<file path="src/rtl/uart_tx_arbiter_if.sv">
// Bundle of the requester byte lanes and the UART TX FIFO write port
// shared by uart_tx_arbiter. The master view belongs to the arbiter,
// which drives the FIFO write strobe/data and the per-lane ready bits.
// The slave view belongs to the requesters and the FIFO side.
interface uart_tx_arbiter_if #(
  parameter int N_REQ = 4
) ();

  logic [N_REQ-1:0]   req_valid;
  logic [8*N_REQ-1:0] req_data;
  logic [N_REQ-1:0]   req_last;
  logic [N_REQ-1:0]   req_ready;
  logic               tx_full;
  logic               wr_tx;
  logic [7:0]         w_data;

  modport master (
    input  req_valid, req_data, req_last, tx_full,
    output req_ready, wr_tx, w_data
  );

  modport slave (
    output req_valid, req_data, req_last, tx_full,
    input  req_ready, wr_tx, w_data
  );

endinterface

</file>
<file path="src/rtl/uart_tx_arbiter.sv">
// Round-robin, packet-granular arbiter that shares one UART TX FIFO write
// port between N_REQ byte-stream requesters. A winner keeps the port until
// it writes a byte flagged last, or until MAX_LEN bytes have been written
// (forced release, flagged by pkt_trunc). One idle bubble separates packets.
// Optional feature: define UART_TX_ARB_HDR_EN to prefix every granted
// packet with a header byte {4'hA, grant index}.
module uart_tx_arbiter #(
  parameter int N_REQ   = 4,
  parameter int ID_W    = 2,
  parameter int MAX_LEN = 64,
  parameter int LEN_W   = 8
) (
  input  logic                 clk,
  input  logic                 reset,
  uart_tx_arbiter_if.master    bus,
  output logic [N_REQ-1:0]     grant,
  output logic                 busy,
  output logic                 pkt_trunc
);

`ifdef UART_TX_ARB_HDR_EN
  typedef enum logic [1:0] {IDLE, HDR, XFER} state_t;
`else
  typedef enum logic [1:0] {IDLE, XFER} state_t;
`endif

  state_t            state_q, state_d;
  logic [N_REQ-1:0]  grant_d;
  logic [ID_W-1:0]   gnt_idx_q, gnt_idx_d;
  logic [ID_W-1:0]   rr_ptr_q, rr_ptr_d;
  logic [LEN_W-1:0]  count_q, count_d;

  logic              pick_found;
  logic [ID_W-1:0]   pick_idx;
  logic [ID_W-1:0]   cand;
  logic [7:0]        lane_data;
  logic              sel_valid;
  logic              sel_last;
  logic              at_cap;

  assign busy   = (state_q != IDLE);
  assign at_cap = (count_q == LEN_W'(MAX_LEN - 1));

  // Rotating-priority search: first valid requester after rr_ptr, wrapping.
  always_comb begin
    // NOTE: every variable written here gets a default first, so no path
    // leaves it unassigned and no latch is inferred.
    pick_found = 1'b0;
    pick_idx   = '0;
    cand       = '0;
    for (int i = 1; i <= N_REQ; i++) begin
      cand = ID_W'((int'(rr_ptr_q) + i) % N_REQ);
      if (!pick_found && bus.req_valid[cand]) begin
        pick_found = 1'b1;
        pick_idx   = cand;
      end
    end
  end

  // Select the granted requester's lane, valid and last bits.
  always_comb begin
    lane_data = '0;
    sel_valid = 1'b0;
    sel_last  = 1'b0;
    for (int i = 0; i < N_REQ; i++) begin
      if (gnt_idx_q == ID_W'(i)) begin
        lane_data = bus.req_data[8*i +: 8];
        sel_valid = bus.req_valid[i];
        sel_last  = bus.req_last[i];
      end
    end
  end

  // Next-state, next-grant and FIFO write-port outputs.
  always_comb begin
    state_d       = state_q;
    grant_d       = grant;
    gnt_idx_d     = gnt_idx_q;
    rr_ptr_d      = rr_ptr_q;
    count_d       = count_q;
    bus.wr_tx     = 1'b0;
    bus.w_data    = '0;
    bus.req_ready = '0;
    pkt_trunc     = 1'b0;

    case (state_q)
      IDLE: begin
        if (pick_found) begin
          grant_d   = N_REQ'(1) << pick_idx;
          gnt_idx_d = pick_idx;
`ifdef UART_TX_ARB_HDR_EN
          state_d   = HDR;
`else
          state_d   = XFER;
`endif
        end
      end

`ifdef UART_TX_ARB_HDR_EN
      HDR: begin
        // Header byte is not a requester byte: no ready, no count.
        if (!bus.tx_full) begin
          bus.wr_tx  = 1'b1;
          bus.w_data = {4'hA, 4'(gnt_idx_q)};
          state_d    = XFER;
        end
      end
`endif

      XFER: begin
        bus.w_data = lane_data;
        if (sel_valid && !bus.tx_full) begin
          bus.wr_tx     = 1'b1;
          bus.req_ready = grant;
          if (sel_last || at_cap) begin
            // Release the port; a cap hit without last is a truncation and
            // the rest of that stream re-arbitrates as a fresh packet.
            state_d   = IDLE;
            rr_ptr_d  = gnt_idx_q;
            grant_d   = '0;
            count_d   = '0;
            pkt_trunc = ~sel_last;
          end else begin
            count_d = count_q + LEN_W'(1);
          end
        end
      end

      default: state_d = IDLE;
    endcase
  end

  // State and arbitration registers; reset abandons any packet in flight.
  always_ff @(posedge clk or negedge reset) begin
    if (!reset) begin
      state_q   <= IDLE;
      grant     <= '0;
      gnt_idx_q <= '0;
      rr_ptr_q  <= ID_W'(N_REQ - 1);
      count_q   <= '0;
    end else begin
      // NOTE: non-blocking assignments so every register samples the
      // pre-edge values, independent of statement order.
      state_q   <= state_d;
      grant     <= grant_d;
      gnt_idx_q <= gnt_idx_d;
      rr_ptr_q  <= rr_ptr_d;
      count_q   <= count_d;
    end
  end

endmodule

</file>
<file path="src/flat_wrapper.sv">
// flat-port wrapper written by rule: the top's interface ports become plain ports
module uart_tx_arbiter_flat 
#(
  parameter int N_REQ   = 4,
  parameter int ID_W    = 2,
  parameter int MAX_LEN = 64,
  parameter int LEN_W   = 8
)
  (clk, reset, grant, busy, pkt_trunc, bus_req_valid, bus_req_data, bus_req_last, bus_tx_full, bus_req_ready, bus_wr_tx, bus_w_data);
  uart_tx_arbiter_if #(.N_REQ(N_REQ)) bus_i ();
  input  logic clk;
  input  logic reset;
  output logic [N_REQ-1:0] grant;
  output logic busy;
  output logic pkt_trunc;
  input wire logic [$bits(bus_i.req_valid)-1:0] bus_req_valid;
  input wire logic [$bits(bus_i.req_data)-1:0] bus_req_data;
  input wire logic [$bits(bus_i.req_last)-1:0] bus_req_last;
  input wire logic [$bits(bus_i.tx_full)-1:0] bus_tx_full;
  output wire logic [$bits(bus_i.req_ready)-1:0] bus_req_ready;
  output wire logic [$bits(bus_i.wr_tx)-1:0] bus_wr_tx;
  output wire logic [$bits(bus_i.w_data)-1:0] bus_w_data;
  assign bus_i.req_valid = bus_req_valid;
  assign bus_i.req_data = bus_req_data;
  assign bus_i.req_last = bus_req_last;
  assign bus_i.tx_full = bus_tx_full;
  assign bus_req_ready = bus_i.req_ready;
  assign bus_wr_tx = bus_i.wr_tx;
  assign bus_w_data = bus_i.w_data;
  uart_tx_arbiter #(.N_REQ(N_REQ), .ID_W(ID_W), .MAX_LEN(MAX_LEN), .LEN_W(LEN_W)) u_core (.clk(clk), .reset(reset), .bus(bus_i), .grant(grant), .busy(busy), .pkt_trunc(pkt_trunc));
endmodule
</file>
<file path="config.mk">
export PLATFORM = sky130hd
export DESIGN_NAME = uart_tx_arbiter_flat
export DESIGN_NICKNAME = d
export VERILOG_FILES = /design/src/rtl/uart_tx_arbiter_if.sv /design/src/rtl/uart_tx_arbiter.sv /design/src/flat_wrapper.sv
export SDC_FILE = /design/constraint.sdc
export NUM_CORES = 1
export LEC_CHECK = 0
export CELL_PAD_IN_SITES_DETAIL_PLACEMENT = 0
export CELL_PAD_IN_SITES_GLOBAL_PLACEMENT = 1
export CORE_AREA = 2 2 83 61
export CTS_CLUSTER_SIZE = 25
export DETAILED_ROUTE_END_ITERATION = 6
export DIE_AREA = 0 0 85 63
export PLACE_DENSITY_LB_ADDON = 0.25
export SYNTH_ARGS = -nofsm -noshare
export SYNTH_HDL_FRONTEND = slang
export SYNTH_SLANG_ARGS = --single-unit
</file>
<file path="constraint.sdc">
create_clock -name clk -period 1.98 [get_ports clk]
set_input_delay 0.198 -clock clk [delete_from_list [all_inputs] [get_ports clk]]
set_output_delay 0.198 -clock clk [all_outputs]
set_load 0.01 [all_outputs]
</file>
Yosys cells after proc, flatten, opt, wreduce, memory -nomap -nowiden
Cells that the tools add are included.
{"block": "classes", "n_shift": 1, "muxes": 45, "n_eq_ne": 8, "magnitude_cmp": 4, "addsub": 5, "bitwise_logic": 1, "reduce_logical": 18}
{"op": "$mux 8", "n": 6}
{"op": "$mux 1", "n": 21}
{"op": "$mux 4", "n": 5}
{"op": "$mux 2", "n": 7}
{"op": "$lt 2x3->1 const B", "n": 4}
{"op": "$add 8x1->8 const B", "n": 1}
{"op": "$bmux 1 s2", "n": 4}
{"op": "$eq 8x6->1 const B", "n": 1}
{"op": "$pmux 4 s2", "n": 1}
{"op": "$ne 2x1->1 const B", "n": 3}
{"op": "$reduce_and 3->1", "n": 2}
{"op": "$add 2x1->2 const B", "n": 2}
{"op": "$add 2x2->2 const B", "n": 2}
{"op": "$eq 2x1->1 const B", "n": 2}
{"op": "$eq 2x2->1 const B", "n": 2}
{"op": "$logic_and 1x1->1", "n": 4}
{"op": "$logic_not 1->1", "n": 4}
{"op": "$logic_not 2->1", "n": 2}
{"op": "$pmux 2 s2", "n": 1}
{"op": "$reduce_and 2->1", "n": 2}
{"op": "$reduce_and 4->1", "n": 1}
{"op": "$reduce_bool 2->1", "n": 2}
{"op": "$shl 1x2->4 const A", "n": 1}
{"op": "$logic_or 1x1->1", "n": 1}
{"op": "$not 1->1", "n": 1}
{"block": "word_totals", "register_bits": 18, "output_inout_bits": 19, "wordCells": 87}

Longest topological paths before layout
Gate-level depths: netlist of run 1.
{"block": "depth", "depth_word": 16, "depth_mapped": 7, "depth_no_buf": 5}

Least setup slack after synthesis of run 1
OpenSTA, ideal clock, no wires.
{"block": "synth_timing", "kind": "register to output", "from": "register u_core.gnt_idx_q[0]", "to": "output port bus_req_ready[0]", "arrival_ps": 1567, "n_path_buf": 1, "required_ps": 1782, "path_slack_ps": 215, "path_stages_with_launch": 6, "path_cell_list": "dfrtp_1 > mux2_2 > a22oi_2 > inv_1 > buf_2 > and2_1"}
{"block": "synth_between", "elab_chain_len": 8, "elab_cells_between_ends": 11, "classes_between": "eq/ne: 3; mux: 6; reduce/logical: 2"}
{"element": "start, declared", "line_no": "uart_tx_arbiter.sv:29", "source": "logic [ID_W-1:0] gnt_idx_q, gnt_idx_d;"}
{"element": "start signal, assigned", "line_no": "uart_tx_arbiter.sv:146", "source": "gnt_idx_q <= gnt_idx_d;"}
{"element": "$logic_not 2->1", "line_no": "uart_tx_arbiter.sv:66", "source": "if (gnt_idx_q == ID_W'(i)) begin"}
{"element": "$mux 1 (3 in series)", "line_no": "uart_tx_arbiter.sv:66"}
{"element": "$mux 1 (*)", "line_no": "uart_tx_arbiter.sv:66"}
{"element": "$logic_and 1x1->1 (*)", "line_no": "uart_tx_arbiter.sv:112", "source": "if (sel_valid && !bus.tx_full) begin"}
{"element": "$mux 4 (*)", "line_no": "uart_tx_arbiter.sv:112"}
{"element": "$mux 4 (*)", "line_no": "uart_tx_arbiter.sv:86", "source": "case (state_q)"}
{"element": "end, declared", "line_no": "flat_wrapper.sv:20", "source": "output wire logic [$bits(bus_i.req_ready)-1:0] bus_req_ready;"}
Every way passes the cells marked *; elsewhere a longest branch is shown, timed or not.

Final worst setup path of run 1
{"block": "layout_timing", "from": "register u_core.gnt_idx_q[0]", "to": "register u_core.count_q[5]"}
{"block": "layout_between", "elab_chain_len": 7, "elab_cells_between_ends": 16, "classes_between": "eq/ne: 3; mux: 9; reduce/logical: 4"}
{"element": "$logic_not 2->1", "line_no": "uart_tx_arbiter.sv:66"}
{"element": "$mux 1 (4 in series)", "line_no": "uart_tx_arbiter.sv:66"}
{"element": "$logic_or 1x1->1 / $logic_and 1x1->1 (equally long branches)", "line_no": "uart_tx_arbiter.sv:115, uart_tx_arbiter.sv:112"}
{"element": "$mux 8 / $reduce_and 2->1 (equally long branches)"}
{"element": "end signal, assigned", "line_no": "uart_tx_arbiter.sv:148", "source": "count_q <= count_d;"}
{"element": "end, declared", "line_no": "uart_tx_arbiter.sv:31", "source": "logic [LEN_W-1:0] count_q, count_d;"}
Several ways; a longest one is shown, not always the timed one.
A chain may end at the register's enable or synchronous reset.

==> flow_metrics.py, run 1 <==
metrics = {
    "timing": {
        "tightestPinTransition_ns": 0.739,
        "fin_setup_tns_ns": 0,
        "holdWs_ns": 0.265,
        "final_hold_viol_count": 0,
        "finalWorstSetupSlack_ns": 0.00483,
        "finalCritPeriodShare": 0.998,
        "slew_headroom": 0.504,
        "fin_worst_skew_ns": 0.00152,
        "drv_slew": 0,
        "setup_viol": 0,
        "rsz0062_at_grt": "yes",
        "post-route-min-period_ns": 1.98,
        "fmax_ghz": 0.506,
    },
    "pwr": {
        "irDropWorstVdd_mv": 0.495,
        "leakage_nw": 0.919,
        "power.total_mw": 2.49,
        "pwr_density_cell_nw_per_um2": 1120,
    },
    "critical_path": {
        "start_kind": "register",
        "end_kind": "register",
        "cpMostUsedCell": "buf_6",
        "worst_path_max_delay_cell": "mux4_2",
        "crit_chain": "buf_6 -> mux4_2 -> buf_6 -> a41oi_4 -> buf_6 -> a21oi_2 -> o22ai_1",
        "worst_path_largest_cell_delay_ns": 0.52,
        "cp.arrival_ns": 2.14,
        "critical_path.max_fanout": 5,
        "worstSetupPathType": "reg2reg",
        "required_ns": 2.15,
    },
    "drt": {
        "met3_length_um": 157,
        "wl_met2_um": 2030,
        "dr.pass1.iters": 4,
        "drc": 0,
        "avgViaCountPerCell": 4.92,
        "drtIter0Drc": 65,
        "vias": 1339,
        "routed.top_layer": "met4",
        "routedLengthMet1_um": 1900,
        "ant_nets": 0,
        "wirelength_um": 4090,
        "wl_per_cell_um": 15.0,
    },
    "clock_network": {
        "cts_tree": "yes",
        "clock_sinks": 17,
        "numCtsBuffers": 3,
        "root_buffer": "clkbuf_8",
        "clk_latency_ns": 0.25,
        "clockBufferDepth": 2,
        "clk_pin_slew_worst_paths_ns": 0.06,
        "cts_htree_levels": 1,
    },
    "placed_design": {
        "gp_routability_congestion": 0.896,
        "port_buffers": 61,
        "place_ws_ns": -0.290,
        "hpwl_um": 3180,
    },
    "floorplan": {
        "die_h_um": 63,
        "ios": 62,
        "core_um2": 4600,
        "rows": 21,
        "initial_core_util": 0.278,
        "die_area_um2": 5360,
        "die_w_um": 85,
    },
    "logic_synthesis": {
        "netlist_area_um2": 1280,
        "syn_area_per_cell_um2": 9.89,
        "ys_seq_area_frac": 0.335,
        "yosysUniqueCellTypes": 39,
        "yosysWarnings": 0,
        "synth.net_count": 173,
        "ys_seq_elements": 17,
        "synth_edf_count": 0,
        "async_flop_share": 1.00,
        "yosys_most_used_dff": "dfrtp_1",
        "synthCells": 129,
    },
    "global_route": {
        "grt_max_degree": 18,
        "grt_use_total": 0.153,
        "antenna_found_initial": 0,
        "grt_first_pass_wirelength_um": 6520,
        "grt_overflow": 0,
        "grt_pass1_vias": 1329,
    },
    "job": {
        "drv_cap": 0,
    },
    "final_layout": {
        "layout_commonest_cell": "clkdlybuf4s50_1",
        "syn_to_final_growth_pct": 74.1,
        "nFillCells": 443,
        "layout.nets": 260,
        "final_cell_mix": "clkdlybuf4s50_1, buf_4, nand2_1",
        "drive_above_1_share": 0.344,
        "multi_input_area_um2": 880,
        "ff_latch_area_um2": 429,
        "antennaDiodeCount": 0,
    },
    "min_path": {
        "hold_path.class": "in2async",
    },
    "run_status": {
        "status": "finished clean",
    },
}
==> logic make-up (layout without fill, tap and decap cells) <==
kind of cell	after synthesis	count (layout)	synth area share
and+or+nand+nor	56	56	0.238
adders and majority gates	1	1	0.00980
DFF	17	17	0.335
buffers and inverters	11	97	0.0343
AOI/OAI and AO/OA	30	30	0.175
muxes	14	14	0.208
==> state kept, by name (all words and copies together), names as in the netlist <==
register,flops
u_core.count_q,8
u_core.gnt_idx_q,2
u_core.grant,4
u_core.rr_ptr_q,2
u_core.state_q,1
==> worst max-delay path, delay by kind of cell, from the launching register on <==
kind / cells / cell delay, ns
buffers and inverters: 3 / 0.45
AOI/OAI and AO/OA: 3 / 0.49
muxes: 1 / 0.52
DFF: 1 / 0.43
==> cells in the mapped netlist, types with 2 or more instances <==
cell type	n	share of area
and3_1	2	0.0098
nand2_1	18	0.053
mux4_2	9	0.16
mux2_4	2	0.024
nor3b_1	2	0.012
dfrtp_1	15	0.29
nand2b_1	3	0.015
nand3b_1	2	0.012
inv_1	5	0.015
a21oi_1	5	0.020
o32ai_1	4	0.027
and2_1	12	0.059
nor2_1	5	0.015
o21ai_0	11	0.043
dfstp_2	2	0.041
clkbuf_1	4	0.012
mux2_2	2	0.018
nand3_1	4	0.016
buf_2	2	0.0078
==> power by group <==
group	switching [mW]	total (mW)	internal, mW	leakage, nW
Combinational	0.724	1.64	0.921	0.678
Clock	0.115	0.257	0.143	0.0228
Sequential	0.125	0.591	0.466	0.218
==> cell type report <==
type | instances | share of cell area
well taps | 57 | 0.0321
flip-flops and latches | 17 | 0.193
inverters | 5 | 0.00845
repair inverters | 1 | 0.00338
repair buffers | 87 | 0.347
clock buffers | 4 | 0.0203
multi-input cells | 101 | 0.396
==> final timing paths <==
path / end / slack [ns] / depth (start not counted) / from
max in group asynchronous: u_core.rr_ptr_q[0] / 1.46 / 2 / reset
worst max register to register: u_core.count_q[5] / 0.005 / 7 / u_core.gnt_idx_q[0]
worst min-delay path: u_core.grant[2] / 0.27 / 2 / reset
min in group clk: u_core.count_q[0] / 0.51 / 1 / u_core.count_q[0]
worst max-delay path: u_core.count_q[5] / 0.005 / 7 / u_core.gnt_idx_q[0]
worst min register to register: u_core.count_q[0] / 0.51 / 1 / u_core.count_q[0]
==> per-layer routing <==
metal / GRT usage / vias to the layer above
li1: - / 653
met1: 0.219 / 660
met2: 0.234 / 24
met3: 0.0449 / 2
met4: 0.0179 / 0
met5: 0 / -
==> stage by stage <==
| stage | std cells | instance area, µm² | utilization |
|---|---|---|---|
| after floorplan | 129 | 1280 | - |
| after global placement | 262 | 2090 | 0.455 |
| after detailed placement | 262 | 2090 | 0.455 |
| after CTS | 273 | 2160 | 0.470 |
| after global routing | 272 | 2220 | 0.483 |
| final | 272 | 2220 | 0.483 |
==> timing repair <==
item / 4_1_cts / 5_1_grt
buffers inserted: 6 / 0
hold buffers: 0 / 0
setup endpoints to repair: 18 / 26
pin swaps: 2 / 8
hold endpoints to repair: 0 / 0
gates cloned: 1 / 0
gates resized for setup: 64 / 18
Power figures use the tool's default switching activity.
==> run 2, diff against run 1 <==
- ABC_AREA: default -> 1
- CAP_MARGIN: default -> 15
- CORE_AREA: 2 2 83 61 -> 2 2 90 66
- DIE_AREA: 0 0 85 63 -> 0 0 92 68
==> run 2 against run 1 <==
Global-route usage rose by 0.58 points. Synthesized cell count increased by 80%. Highest routed layer unchanged. Non-clock buffer count is 7 higher. Largest cell class unchanged. Clock skew is 0.00082 ns higher. Fmax increased by 4.8%. Sequential power up 13%.
==> flow_metrics.py, run 2 <==
metrics = {
    "drt": {
        "vias": 1739,
        "routedLengthMet1_um": 2490,
        "wl_met2_um": 1890,
        "wirelength_um": 4660,
        "wl_per_cell_um": 11.7,
        "drtIter0Drc": 69,
        "ant_nets": 0,
        "dr.pass1.iters": 4,
        "routed.top_layer": "met4",
        "drc": 0,
        "met3_length_um": 263,
        "avgViaCountPerCell": 4.36,
    },
    "final_layout": {
        "stdcell_count": 399,
        "reg_top3": "u_core.count_q: 8 flops, u_core.grant: 4 flops",
        "ff_latch_area_um2": 429,
        "syn_to_final_growth_pct": 64.0,
        "nFillCells": 573,
        "multi_input_area_um2": 997,
        "antennaDiodeCount": 0,
        "layout_commonest_cell": "nand2_1",
        "drive_above_1_share": 0.253,
        "final_cell_mix": "nand2_1, clkdlybuf4s50_1, buf_4",
        "layout.nets": 369,
        "top_register": "u_core.count_q",
        "largest_register_ffs": 8,
    },
    "timing": {
        "drv_slew": 0,
        "fmax_ghz": 0.531,
        "slew_headroom": 0.777,
        "setup_viol": 0,
        "finalWorstSetupSlack_ns": 0.0957,
        "post-route-min-period_ns": 1.88,
        "fin_worst_skew_ns": 0.00234,
        "final_hold_viol_count": 0,
        "tightestPinTransition_ns": 0.333,
        "rsz0062_at_grt": "yes",
        "finalCritPeriodShare": 0.952,
    },
    "critical_path": {
        "cpMostUsedCell": "nand2_8",
        "critPathBufInv": 4,
        "worst_path_largest_cell_delay_ns": 0.41,
        "end_kind": "output pin",
        "critical_path.max_fanout": 4,
        "start_kind": "register",
        "required_ns": 1.78,
        "critPathTopFamily": "buffers and inverters",
        "worst_path_max_delay_cell": "dfrtp_1",
        "crit_chain": "buf_12 -> nand2_8 -> inv_4 -> a211oi_4 -> nand2_8 -> buf_6 -> nor2_1 -> buf_2",
        "worstSetupPathType": "reg2out",
        "cp.arrival_ns": 1.69,
    },
    "global_route": {
        "antenna_found_initial": 0,
        "grt_pass1_vias": 1696,
        "grt_max_degree": 18,
        "grt_overflow": 0,
        "grt_first_pass_wirelength_um": 8010,
        "grt_use_total": 0.159,
    },
    "logic_synthesis": {
        "yosysWarnings": 0,
        "netlist_area_um2": 1570,
        "post-synth-top-count-cell": "nand2_1",
        "yosysUniqueCellTypes": 38,
        "synth.net_count": 276,
        "ys_top_cells_by_count": "nand2_1, inv_1, nand3_1, nor2_1, o21ai_0",
        "yosys_most_used_dff": "dfrtp_1",
        "syn_area_per_cell_um2": 6.76,
        "yosysTopAreaCell": "dfrtp_1",
        "synth_edf_count": 0,
        "ys_top_cells_by_area": "dfrtp_1, nand2_1, nand3_1",
        "synthCells": 232,
        "async_flop_share": 1.00,
        "ys_seq_elements": 17,
        "ys_seq_area_frac": 0.273,
        "synth.top_cell.area_share": 0.239,
    },
    "job": {
        "drv_cap": 0,
    },
    "clock_network": {
        "clockBufferDepth": 2,
        "cts_htree_levels": 1,
        "root_buffer": "clkbuf_8",
        "clock_sinks": 17,
        "clk_pin_slew_worst_paths_ns": 0.06,
        "numCtsBuffers": 3,
        "cts_tree": "yes",
        "clk_latency_ns": 0.25,
    },
    "placed_design": {
        "hpwl_um": 3570,
        "dp.cells": 386,
        "place_ws_ns": -0.233,
        "gp_routability_congestion": 0.773,
        "port_buffers": 61,
    },
    "floorplan": {
        "core_um2": 5470,
        "die_h_um": 68,
        "ios": 62,
        "die_area_um2": 6260,
        "rows": 23,
        "initial_core_util": 0.287,
        "die_w_um": 92,
    },
    "pwr": {
        "pwr_density_cell_nw_per_um2": 1310,
        "irDropWorstVdd_mv": 0.411,
        "leakage_nw": 1.24,
    },
    "min_path": {
        "hold_path.class": "in2async",
    },
    "run_status": {
        "status": "finished clean",
    },
}
## run 2: through the flow
stage	utilization	area, µm²	power [mW]	setup TNS (ns)	hold WS (ns)
detailed placement	0.445	2430	2.99	-0.957	0.521
finish	0.470	2570	3.37	0	0.278
CTS	0.469	2560	3.35	-0.0789	0.282
floorplan	-	1570	2.08	0	-0.0976
global route	0.470	2570	3.72	-0.0173	0.303
global placement	0.445	2430	2.98	-0.667	0.527
## run 2: final cells by class
cell class / instances / area share
multi-input cells: 179 / 0.388
repair buffers: 94 / 0.338
flip-flops and latches: 17 / 0.167
inverters: 30 / 0.0526
well taps: 75 / 0.0365
clock buffers: 3 / 0.0161
clock inverters: 1 / 0.00195
## run 2: metal layers
metal,global-route usage,up-vias
met3,0.0352,2
li1,-,936
met2,0.246,46
met1,0.235,755
met5,0,-
met4,0.0112,0
## run 2: path summary, 6_finish.rpt
path / from / to / slack [ns] / cells after the start
hold reg to reg: u_core.count_q[7] / u_core.count_q[7] / 0.53 / 2
setup / recovery: u_core.gnt_idx_q[1] / bus_req_ready[0] / 0.1 / 8
min in group clk: u_core.count_q[7] / u_core.count_q[7] / 0.53 / 2
max in group asynchronous: reset / u_core.rr_ptr_q[0] / 1.44 / 2
hold / removal: reset / u_core.count_q[7] / 0.28 / 2
setup reg to reg: u_core.gnt_idx_q[1] / u_core.rr_ptr_q[1] / 0.13 / 14
## run 2: kinds of logic after synthesis
kind of cell | count (synthesis) | synth area share
AO/OA/AOI/OAI | 38 | 0.157
buffers and inverters | 36 | 0.121
XOR/XNOR | 3 | 0.0168
adder cells (fa/ha/maj) | 1 | 0.00798
AND/OR/NAND/NOR | 137 | 0.424
flip-flops | 17 | 0.273
## run 2: what timing repair did
action / 4_1_cts / 5_1_grt
hold buffers: 0 / 0
resized for setup: 42 / 13
endpoints found under the setup margin: 14 / 18
setup buffers: 10 / 2
pin swaps: 3 / 4
## run 2: power breakdown
group | internal, mW | leakage (nW) | switching, mW
clock network | 0.139 | 0.0255 | 0.115
registers | 0.497 | 0.215 | 0.170
logic | 1.13 | 0.995 | 1.31
## run 2: worst reg2reg max path: cells and delay by family, from the launching register on
family,cells,cell delay [ns]
compound gates,5,0.45
buf+inv,6,0.71
flops,1,0.41
simple gates,3,0.23
